<file path="src/rtl/mem_bus_pkg.sv">
// Shared definitions for the SDRAM request-port arbiter: bus widths and
// the arbiter FSM state encoding.
package mem_bus_pkg;

  localparam int DATA_W  = 32;
  localparam int WSTRB_W = 4;

  typedef enum logic [1:0] {
    ST_IDLE  = 2'd0,
    ST_BUSY0 = 2'd1,
    ST_BUSY1 = 2'd2
  } state_t;

  function automatic logic [1:0] port_onehot(input logic port);
    return port ? 2'b10 : 2'b01;
  endfunction

endpackage

</file>
<file path="src/rtl/arb_wait_counter.sv">
// Per-port saturating wait counter: counts cycles a valid request is left
// waiting, freezes while the port is being served, clears on selection or idle.
module arb_wait_counter #(
  parameter int MAX_WAIT = 16,
  parameter int WAIT_W   = $clog2(MAX_WAIT + 1)
) (
  input  logic clk,
  input  logic rst,
  input  logic i_valid,
  input  logic i_hold,
  input  logic i_clear,
  output logic o_saturated
);

  logic [WAIT_W-1:0] count_q, count_d;
  logic              at_max;

  assign at_max      = (count_q == WAIT_W'(MAX_WAIT));
  assign o_saturated = i_valid && at_max;

  always_comb begin
    count_d = count_q;
    if (!i_valid || i_clear) begin
      count_d = '0;
    end else if (!i_hold && !at_max) begin
      count_d = count_q + 1'b1;
    end
  end

  always_ff @(posedge clk) begin
    if (rst) begin
      count_q <= '0;
    end else begin
      count_q <= count_d;
    end
  end

endmodule

</file>
<file path="src/rtl/sdram_port_arbiter.sv">
// Two-port arbiter in front of the single SDRAM controller request port.
// Priority: starvation override, then p0 urgent, then round-robin.
module sdram_port_arbiter
  import mem_bus_pkg::*;
#(
  parameter int ADDR_W   = 32,
  parameter int MAX_WAIT = 16,
  parameter int WAIT_W   = $clog2(MAX_WAIT + 1)
) (
  input  logic               clk,
  input  logic               rst,
  input  logic               i_p0_valid,
  input  logic               i_p0_urgent,
  input  logic [ADDR_W-1:0]  i_p0_addr,
  input  logic [DATA_W-1:0]  i_p0_wdata,
  input  logic [WSTRB_W-1:0] i_p0_wstrb,
  output logic               o_p0_ready,
  output logic [DATA_W-1:0]  o_p0_rdata,
  input  logic               i_p1_valid,
  input  logic [ADDR_W-1:0]  i_p1_addr,
  input  logic [DATA_W-1:0]  i_p1_wdata,
  input  logic [WSTRB_W-1:0] i_p1_wstrb,
  output logic               o_p1_ready,
  output logic [DATA_W-1:0]  o_p1_rdata,
  output logic               o_mem_valid,
  output logic [ADDR_W-1:0]  o_mem_addr,
  output logic [DATA_W-1:0]  o_mem_wdata,
  output logic [WSTRB_W-1:0] o_mem_wstrb,
  input  logic               i_mem_ready,
  input  logic [DATA_W-1:0]  i_mem_rdata,
  output logic [1:0]         o_grant
);

  state_t               state_q, state_d;
  logic                 mem_valid_q, mem_valid_d;
  logic [ADDR_W-1:0]    mem_addr_q, mem_addr_d;
  logic [DATA_W-1:0]    mem_wdata_q, mem_wdata_d;
  logic [WSTRB_W-1:0]   mem_wstrb_q, mem_wstrb_d;
  logic [1:0]           grant_q, grant_d;
  // Port favoured on a round-robin tie: the one not served last (p0 out of reset).
  logic                 favour_q, favour_d;

  logic [1:0] req_v, busy_v, sel_v, sat_v;
  logic       win_any, win_p1;

  assign req_v  = {i_p1_valid, i_p0_valid};
  assign busy_v = {state_q == ST_BUSY1, state_q == ST_BUSY0};

  for (genvar gi = 0; gi < 2; gi++) begin : g_wait
    arb_wait_counter #(
      .MAX_WAIT (MAX_WAIT),
      .WAIT_W   (WAIT_W)
    ) u_wait (
      .clk         (clk),
      .rst         (rst),
      .i_valid     (req_v[gi]),
      .i_hold      (busy_v[gi]),
      .i_clear     (sel_v[gi]),
      .o_saturated (sat_v[gi])
    );
  end

  always_comb begin
    win_any = 1'b0;
    win_p1  = 1'b0;
    if (state_q == ST_IDLE) begin
      if (&sat_v) begin
        win_any = 1'b1;
        win_p1  = favour_q;
      end else if (sat_v[0]) begin
        win_any = 1'b1;
      end else if (sat_v[1]) begin
        win_any = 1'b1;
        win_p1  = 1'b1;
      end else if (i_p0_valid && i_p0_urgent) begin
        win_any = 1'b1;
      end else if (&req_v) begin
        win_any = 1'b1;
        win_p1  = favour_q;
      end else if (|req_v) begin
        win_any = 1'b1;
        win_p1  = req_v[1];
      end
    end
    sel_v = win_any ? port_onehot(win_p1) : 2'b00;
  end

  always_comb begin
    state_d     = state_q;
    mem_valid_d = mem_valid_q;
    mem_addr_d  = mem_addr_q;
    mem_wdata_d = mem_wdata_q;
    mem_wstrb_d = mem_wstrb_q;
    grant_d     = grant_q;
    favour_d    = favour_q;
    case (state_q)
      ST_IDLE: begin
        if (win_any) begin
          state_d     = win_p1 ? ST_BUSY1 : ST_BUSY0;
          mem_valid_d = 1'b1;
          grant_d     = sel_v;
          mem_addr_d  = win_p1 ? i_p1_addr  : i_p0_addr;
          mem_wdata_d = win_p1 ? i_p1_wdata : i_p0_wdata;
          mem_wstrb_d = win_p1 ? i_p1_wstrb : i_p0_wstrb;
        end
      end
      ST_BUSY0, ST_BUSY1: begin
        if (i_mem_ready) begin
          state_d     = ST_IDLE;
          mem_valid_d = 1'b0;
          grant_d     = 2'b00;
          favour_d    = (state_q == ST_BUSY0);
        end
      end
      default: state_d = ST_IDLE;
    endcase
  end

  always_ff @(posedge clk) begin
    if (rst) begin
      state_q     <= ST_IDLE;
      mem_valid_q <= 1'b0;
      mem_addr_q  <= '0;
      mem_wdata_q <= '0;
      mem_wstrb_q <= '0;
      grant_q     <= 2'b00;
      favour_q    <= 1'b0;
    end else begin
      state_q     <= state_d;
      mem_valid_q <= mem_valid_d;
      mem_addr_q  <= mem_addr_d;
      mem_wdata_q <= mem_wdata_d;
      mem_wstrb_q <= mem_wstrb_d;
      grant_q     <= grant_d;
      favour_q    <= favour_d;
    end
  end

  // Completion is steered only to the port that owns the current transaction.
  assign o_p0_ready  = busy_v[0] && i_mem_ready;
  assign o_p1_ready  = busy_v[1] && i_mem_ready;
  assign o_p0_rdata  = o_p0_ready ? i_mem_rdata : '0;
  assign o_p1_rdata  = o_p1_ready ? i_mem_rdata : '0;

  assign o_mem_valid = mem_valid_q;
  assign o_mem_addr  = mem_addr_q;
  assign o_mem_wdata = mem_wdata_q;
  assign o_mem_wstrb = mem_wstrb_q;
  assign o_grant     = grant_q;

endmodule

</file>
<file path="config.mk">
export PLATFORM = sky130hd
export DESIGN_NAME = sdram_port_arbiter
export DESIGN_NICKNAME = d
export VERILOG_FILES = /design/src/rtl/mem_bus_pkg.sv /design/src/rtl/arb_wait_counter.sv /design/src/rtl/sdram_port_arbiter.sv
export SDC_FILE = /design/constraint.sdc
export NUM_CORES = 1
export LEC_CHECK = 0
export ABC_AREA = 1
export ABC_CLOCK_PERIOD_IN_PS = 1850
export CAP_MARGIN = 10
export CORE_ASPECT_RATIO = 1.1
export CORE_MARGIN = 4
export CORE_UTILIZATION = 35
export CTS_CLUSTER_SIZE = 40
export DETAILED_ROUTE_END_ITERATION = 8
export PLACE_DENSITY = 0.88
export SYNTH_ARGS = -nofsm -noshare
export SYNTH_HDL_FRONTEND = slang
export SYNTH_SLANG_ARGS = --single-unit
</file>
<file path="constraint.sdc">
create_clock -name clk -period 1.85 [get_ports clk]
set_input_delay 0.37 -clock clk [delete_from_list [all_inputs] [get_ports clk]]
set_output_delay 0.37 -clock clk [all_outputs]
set_load 0.03 [all_outputs]
</file>
## Word-level counts from Yosys, hierarchy flattened

Index checks and enable logic that the tools add are counted.

| cells by class | value |
|---|---|
| $add $sub $neg | 2 |
| reductions and logical operators | 27 |
| multiplexer cells | 29 |
| eq/ne operators | 6 |

Operator list:

| operator | number |
|---|---|
| 2-to-1 mux 32 bit | 4 |
| 2-to-1 mux 1 bit | 16 |
| adder 5 x 1 -> 5 bit (second input constant) | 2 |
| equality test 5 bit (second input constant) | 2 |
| 2-to-1 mux 2 bit | 5 |
| AND reduction 2 bit | 5 |
| case mux 2 bit (2 select lines) | 2 |
| OR reduction 2 bit | 4 |
| logical AND 1 bit | 7 |
| logical NOT 1 bit | 6 |
| 2-to-1 mux 4 bit | 1 |
| inequality test 2 bit (second input constant) | 2 |
| AND reduction 3 bit | 1 |
| equality test 2 x 1 -> 1 bit (second input constant) | 1 |
| equality test 2 bit (second input constant) | 1 |
| logical NOT 2 bit | 1 |
| logical OR 1 bit | 2 |
| case mux 1 bit (2 select lines) | 1 |
| nonzero test 2 bit | 1 |

| storage, ports and cells | value |
|---|---|
| word-level logic and storage cells | 73 |
| register bits after elaboration | 84 |
| input port bits | 174 |
| output and inout port bits | 137 |

## Logic depth before layout (Yosys ltp)

Gate-level depths: netlist (run 1).

| depth | value |
|---|---|
| word-level depth | 12 |
| mapped depth | 13 |
| gate-level depth less buffers | 12 |

## By module

Synthesis (run 1) repeated with hierarchy kept, for this count alone.

| second synthesis, totals | value |
|---|---|
| cells, all modules | 835 |
| area, all modules | 5287.6 um^2 |

By module, submodules not included:

| module | area each (um^2) | seq. area each (um^2) | times used | cells an instance |
|---|---|---|---|---|
| sdram_port_arbiter | 4659.5 | 1481.4 | 1 | 739 |
| arb_wait_counter | 314.1 | 100.1 | 2 | 48 |

## Worst setup path before layout (run 1)

No wires, ideal clock.

| timing | value |
|---|---|
| path type | reg2out |
| start | register state_q[0] |
| end | output o_p1_rdata[22] |
| slack | 0.221 ns |
| arrival time | 1.259 ns |
| cell stages (with the launch flop) | 6 |
| buffers on the path | 1 |
| data required time | 1.480 ns |
| cells stage by stage | dfxtp_1 -> inv_1 -> ha_1 -> nand2_1 -> clkbuf_1 -> nor2_1 |

| between the ends | value |
|---|---|
| longest elaborated chain between the ends | 3 |

Ends and longest elaborated chain:

| item | RTL line | source |
|---|---|---|
| start, declared | sdram_port_arbiter.sv:34 | `state_t state_q, state_d;` |
| start signal, assigned | sdram_port_arbiter.sv:129 | `state_q <= state_d;` |
| equality test 2 bit | sdram_port_arbiter.sv:47 | `assign busy_v = {state_q == ST_BUSY1, state_q == ST_BUSY0};` |
| logical AND 1 bit | sdram_port_arbiter.sv:141 | `assign o_p1_ready = busy_v[1] && i_mem_ready;` |
| 2-to-1 mux 32 bit | sdram_port_arbiter.sv:143 | `assign o_p1_rdata = o_p1_ready ? i_mem_rdata : '0;` |
| end, declared | sdram_port_arbiter.sv:24 | `output logic [DATA_W-1:0] o_p1_rdata,` |

Every way passes these cells.

## Final worst setup path (run 1)

Same ends and word-level chain as after synthesis.

==> results.py, run 1 <==
metrics = {
    "routing": {
        "drt-initial-drc-count": 323,
        "dr.pass1.iters": 5,
        "routedWlPerCell_um": 16.25,
        "drt_wl_total_mm": 19.92,
        "drc": 0,
        "vias": 6217,
        "ant_nets": 0,
        "viasPerCell": 5.071,
    },
    "synth": {
        "ys_warn_count": 0,
        "synth_ff_type": "dfxtp_1",
        "netlist_area_um2": 4740,
        "avgSynthCellArea_um2": 6.261,
        "synth_edf_count": 0,
        "synth_nets": 938,
        "synth_area_leader_cell": "dfxtp_1",
        "synthArstFlopShare_pct": 0,
        "syn_inst": 757,
        "synthTopCellsByArea": "dfxtp_1 35%, nand3_1 15%, nand2_1 13%, inv_1 9.6%, nand4_1 9.4%",
        "synth_common_cells": "162 x nand2_1, 145 x nand3_1, 121 x inv_1, 84 x dfxtp_1, 79 x nor2_1",
        "synth-seq-cells": 84,
        "ys_seq_area_share_pct": 35.48,
        "synth_most_common_cell": "nand2_1",
        "synth_cell_type_count": 25,
        "yosysTopAreaCellShare_pct": 35.48,
    },
    "clock_network": {
        "numCtsBuffers": 9,
        "cts.sinks": 84,
        "cts_tree": "yes",
        "post_cts_buffers": 0,
        "clk_pin_slew_ns": 0.06,
        "ctsHoldBuffers": 0,
        "clockBufferDepth": 2,
        "cts-root-buf": "clkbuf_16",
        "cts_htree_levels": 3,
        "clock_latency_ns": 0.33,
    },
    "global_routing": {
        "grt_pass1_vias": 5742,
        "grt_use_total_pct": 22.89,
        "antenna_found_initial": 0,
        "grt_pass1_wl_mm": 28.73,
        "grt-ovfl-total": 0,
        "grt_max_degree": 65,
    },
    "sta": {
        "period_needed_ns": 1.825,
        "slew_viol_final": 0,
        "tns_ns": 0,
        "finalSetupViolations": 0,
        "fin_hold_ws_ns": 0.4725,
        "fmax_mhz": 548.0,
        "period_share_pct": 98.64,
        "rsz0062_at_grt": "yes",
        "fin_worst_skew_ns": 0.008095,
        "final_hold_viol_count": 0,
        "fin_ws_ns": 0.02509,
        "tightest_slew_ns": 0.4450,
        "slew_headroom_pct": 70.33,
    },
    "layout": {
        "n_antenna_cell": 0,
        "nNetsFinal": 1242,
        "finalInstanceArea_um2": 8752,
        "drive_above_1_share_pct": 16.53,
        "seq_area_um2": 1689,
        "nFillCells": 1126,
        "area_growth_pct": 84.66,
        "multiInputGateArea_um2": 2529,
        "utilization_pct": 66.24,
    },
    "worst_setup_path": {
        "crit_required_ns": 1.48,
        "crit_arrival_ns": 1.45,
        "r2r_cells": 12,
        "crit_type": "flop to primary output",
        "end_kind": "primary output",
        "crit_path_max_fanout": 8,
        "r2r_slack_ns": 0.11,
        "startpoint_type": "flop",
        "r2r-end": "o_mem_wdata[9]$_SDFFE_PP0P_",
        "reg2reg_from": "g_wait[0].u_wait.count_q[0]$_SDFFE_PP0P_",
    },
    "die": {
        "die_area_um2": 15470,
        "core_um2": 13210,
        "initial_core_util_pct": 35.87,
        "die_h_um": 130.0,
        "num_rows": 44,
        "pin_count": 311,
        "die_w_um": 119.0,
    },
    "placement": {
        "place.gp.congestion": 0.8998,
        "io_buffers": 310,
        "dpl_worst_slack_ns": -0.2161,
        "placed_area_um2": 8088,
        "dp_hpwl_mm": 13.98,
    },
    "min_path": {
        "min_to": "o_grant[0]$_SDFFE_PP0P_",
        "hold_depth": 2,
        "hp-start": "o_grant[0]$_SDFFE_PP0P_",
        "hp-class": "flop to flop",
    },
    "power": {
        "vdd_drop_max_uv": 426.9,
        "power.leakage_nw": 4.278,
        "powerDensity_nw_per_um2": 729.3,
    },
    "run_status": {
        "status": "complete, no violations",
    },
    "job": {
        "cap_violations": 0,
    },
}
-- worst max-delay path, stage by stage (launching register included) --
cell and delay (ns):
dfxtp_4 0.36, inv_4 0.06, ha_4 0.15, nand2_8 0.08
clkbuf_16 0.20, nor2_4 0.12, buf_6 0.14
-- per-stage QoR --
stage / cells / power (W)
after floorplan: 757 / 0.003387
after global placement: 1206 / 0.004489
after detailed placement: 1206 / 0.004522
after CTS: 1222 / 0.006346
after global routing: 1226 / 0.006698
final: 1226 / 0.006383
-- worst max path at each step --
stage	startpoint	endpoint	cells past startpoint
after global routing	g_wait[1].u_wait.count_q[0]$_SDFFE_PP0P_	o_mem_wdata[2]$_SDFFE_PP0P_	13
after detailed placement	i_p0_valid	g_wait[0].u_wait.count_q[0]$_SDFFE_PP0P_	9
final	state_q[0]$_SDFFE_PP0P_	o_p1_rdata[22]	6
after CTS	state_q[0]$_SDFFE_PP0P_	o_p1_rdata[17]	6
after floorplan	state_q[0]$_SDFFE_PP0P_	o_p1_rdata[22]	5
after global placement	i_p0_valid	g_wait[0].u_wait.count_q[4]$_SDFFE_PP0P_	9
-- where the power goes --
group | internal, W | switching, W | total [W]
clock network | 0.00107 | 0.000718 | 0.00179
logic | 0.00111 | 0.00138 | 0.00249
registers | 0.00200 | 0.000104 | 0.00210
total | 0.00418 | 0.00220 | 0.00638
-- what timing repair did --
item,in CTS,in global routing
pin swaps,0,3
gates resized for setup,18,56
endpoints found under the setup margin,66,131
cloned,1,5
-- area by class of cell --
cell class / instances / area share (%)
inverter: 125 / 5.390
multi-input combinational: 491 / 28.89
clock buffer: 11 / 2.773
tap: 161 / 2.302
clock inverter: 4 / 0.5718
sequential: 84 / 19.30
timing repair buffer: 350 / 40.77
-- state kept, by name (all words and copies together) (netlist names) --
register,flops
o_mem_valid,1
favour_q,1
o_grant,2
o_mem_addr,32
o_mem_wdata,32
state_q,2
o_mem_wstrb,4
g_wait.u_wait.count_q,10
-- cells by family (layout without fill, tap and decap cells) --
| kind of cell | count (synthesis) | in the layout | synth area share (%) |
|---|---|---|---|
| AND/OR/NAND/NOR | 462 | 462 | 44.51 |
| flip-flops | 84 | 84 | 35.48 |
| adder cells (fa/ha/maj) | 7 | 7 | 1.848 |
| XOR/XNOR | 5 | 5 | 0.9241 |
| buffers and inverters | 182 | 490 | 15.10 |
| AO/OA/AOI/OAI | 17 | 17 | 2.138 |
-- per-layer routing --
layer	vias to the layer above	share of wire (%)	wire length [um]	global-route usage, %
li1	3023	-	-	-
met1	2836	36	7147	24.44
met2	311	51	10180	41.57
met3	47	9.2	1839	7.759
met4	0	3.8	756	9.611
met5	-	0	0	0
-- cells in the final DEF (no fill, tap or decap), types with 2 or more instances in the layout --
cell / count
a21oi_1: 11
a21oi_2: 2
buf_12: 16
buf_4: 74
buf_6: 11
clkbuf_16: 13
clkdlybuf4s50_1: 243
clkinvlp_4: 2
dfxtp_1: 80
dfxtp_2: 3
ha_1: 4
ha_4: 2
inv_1: 119
inv_2: 5
nand2_1: 158
nand2_2: 3
nand2_4: 2
nand3_1: 145
nand4_1: 71
nor2_1: 49
nor2_2: 24
nor2_4: 7
xnor2_1: 2
xor2_1: 3
(Power assumes the default switching activity.)
==> inputs of run 2 (changes only) <==
- CAP_MARGIN: 10 -> 20
==> results of run 2 <==
Same layout as run 1: the final DEF is identical, and so are final timing and power.
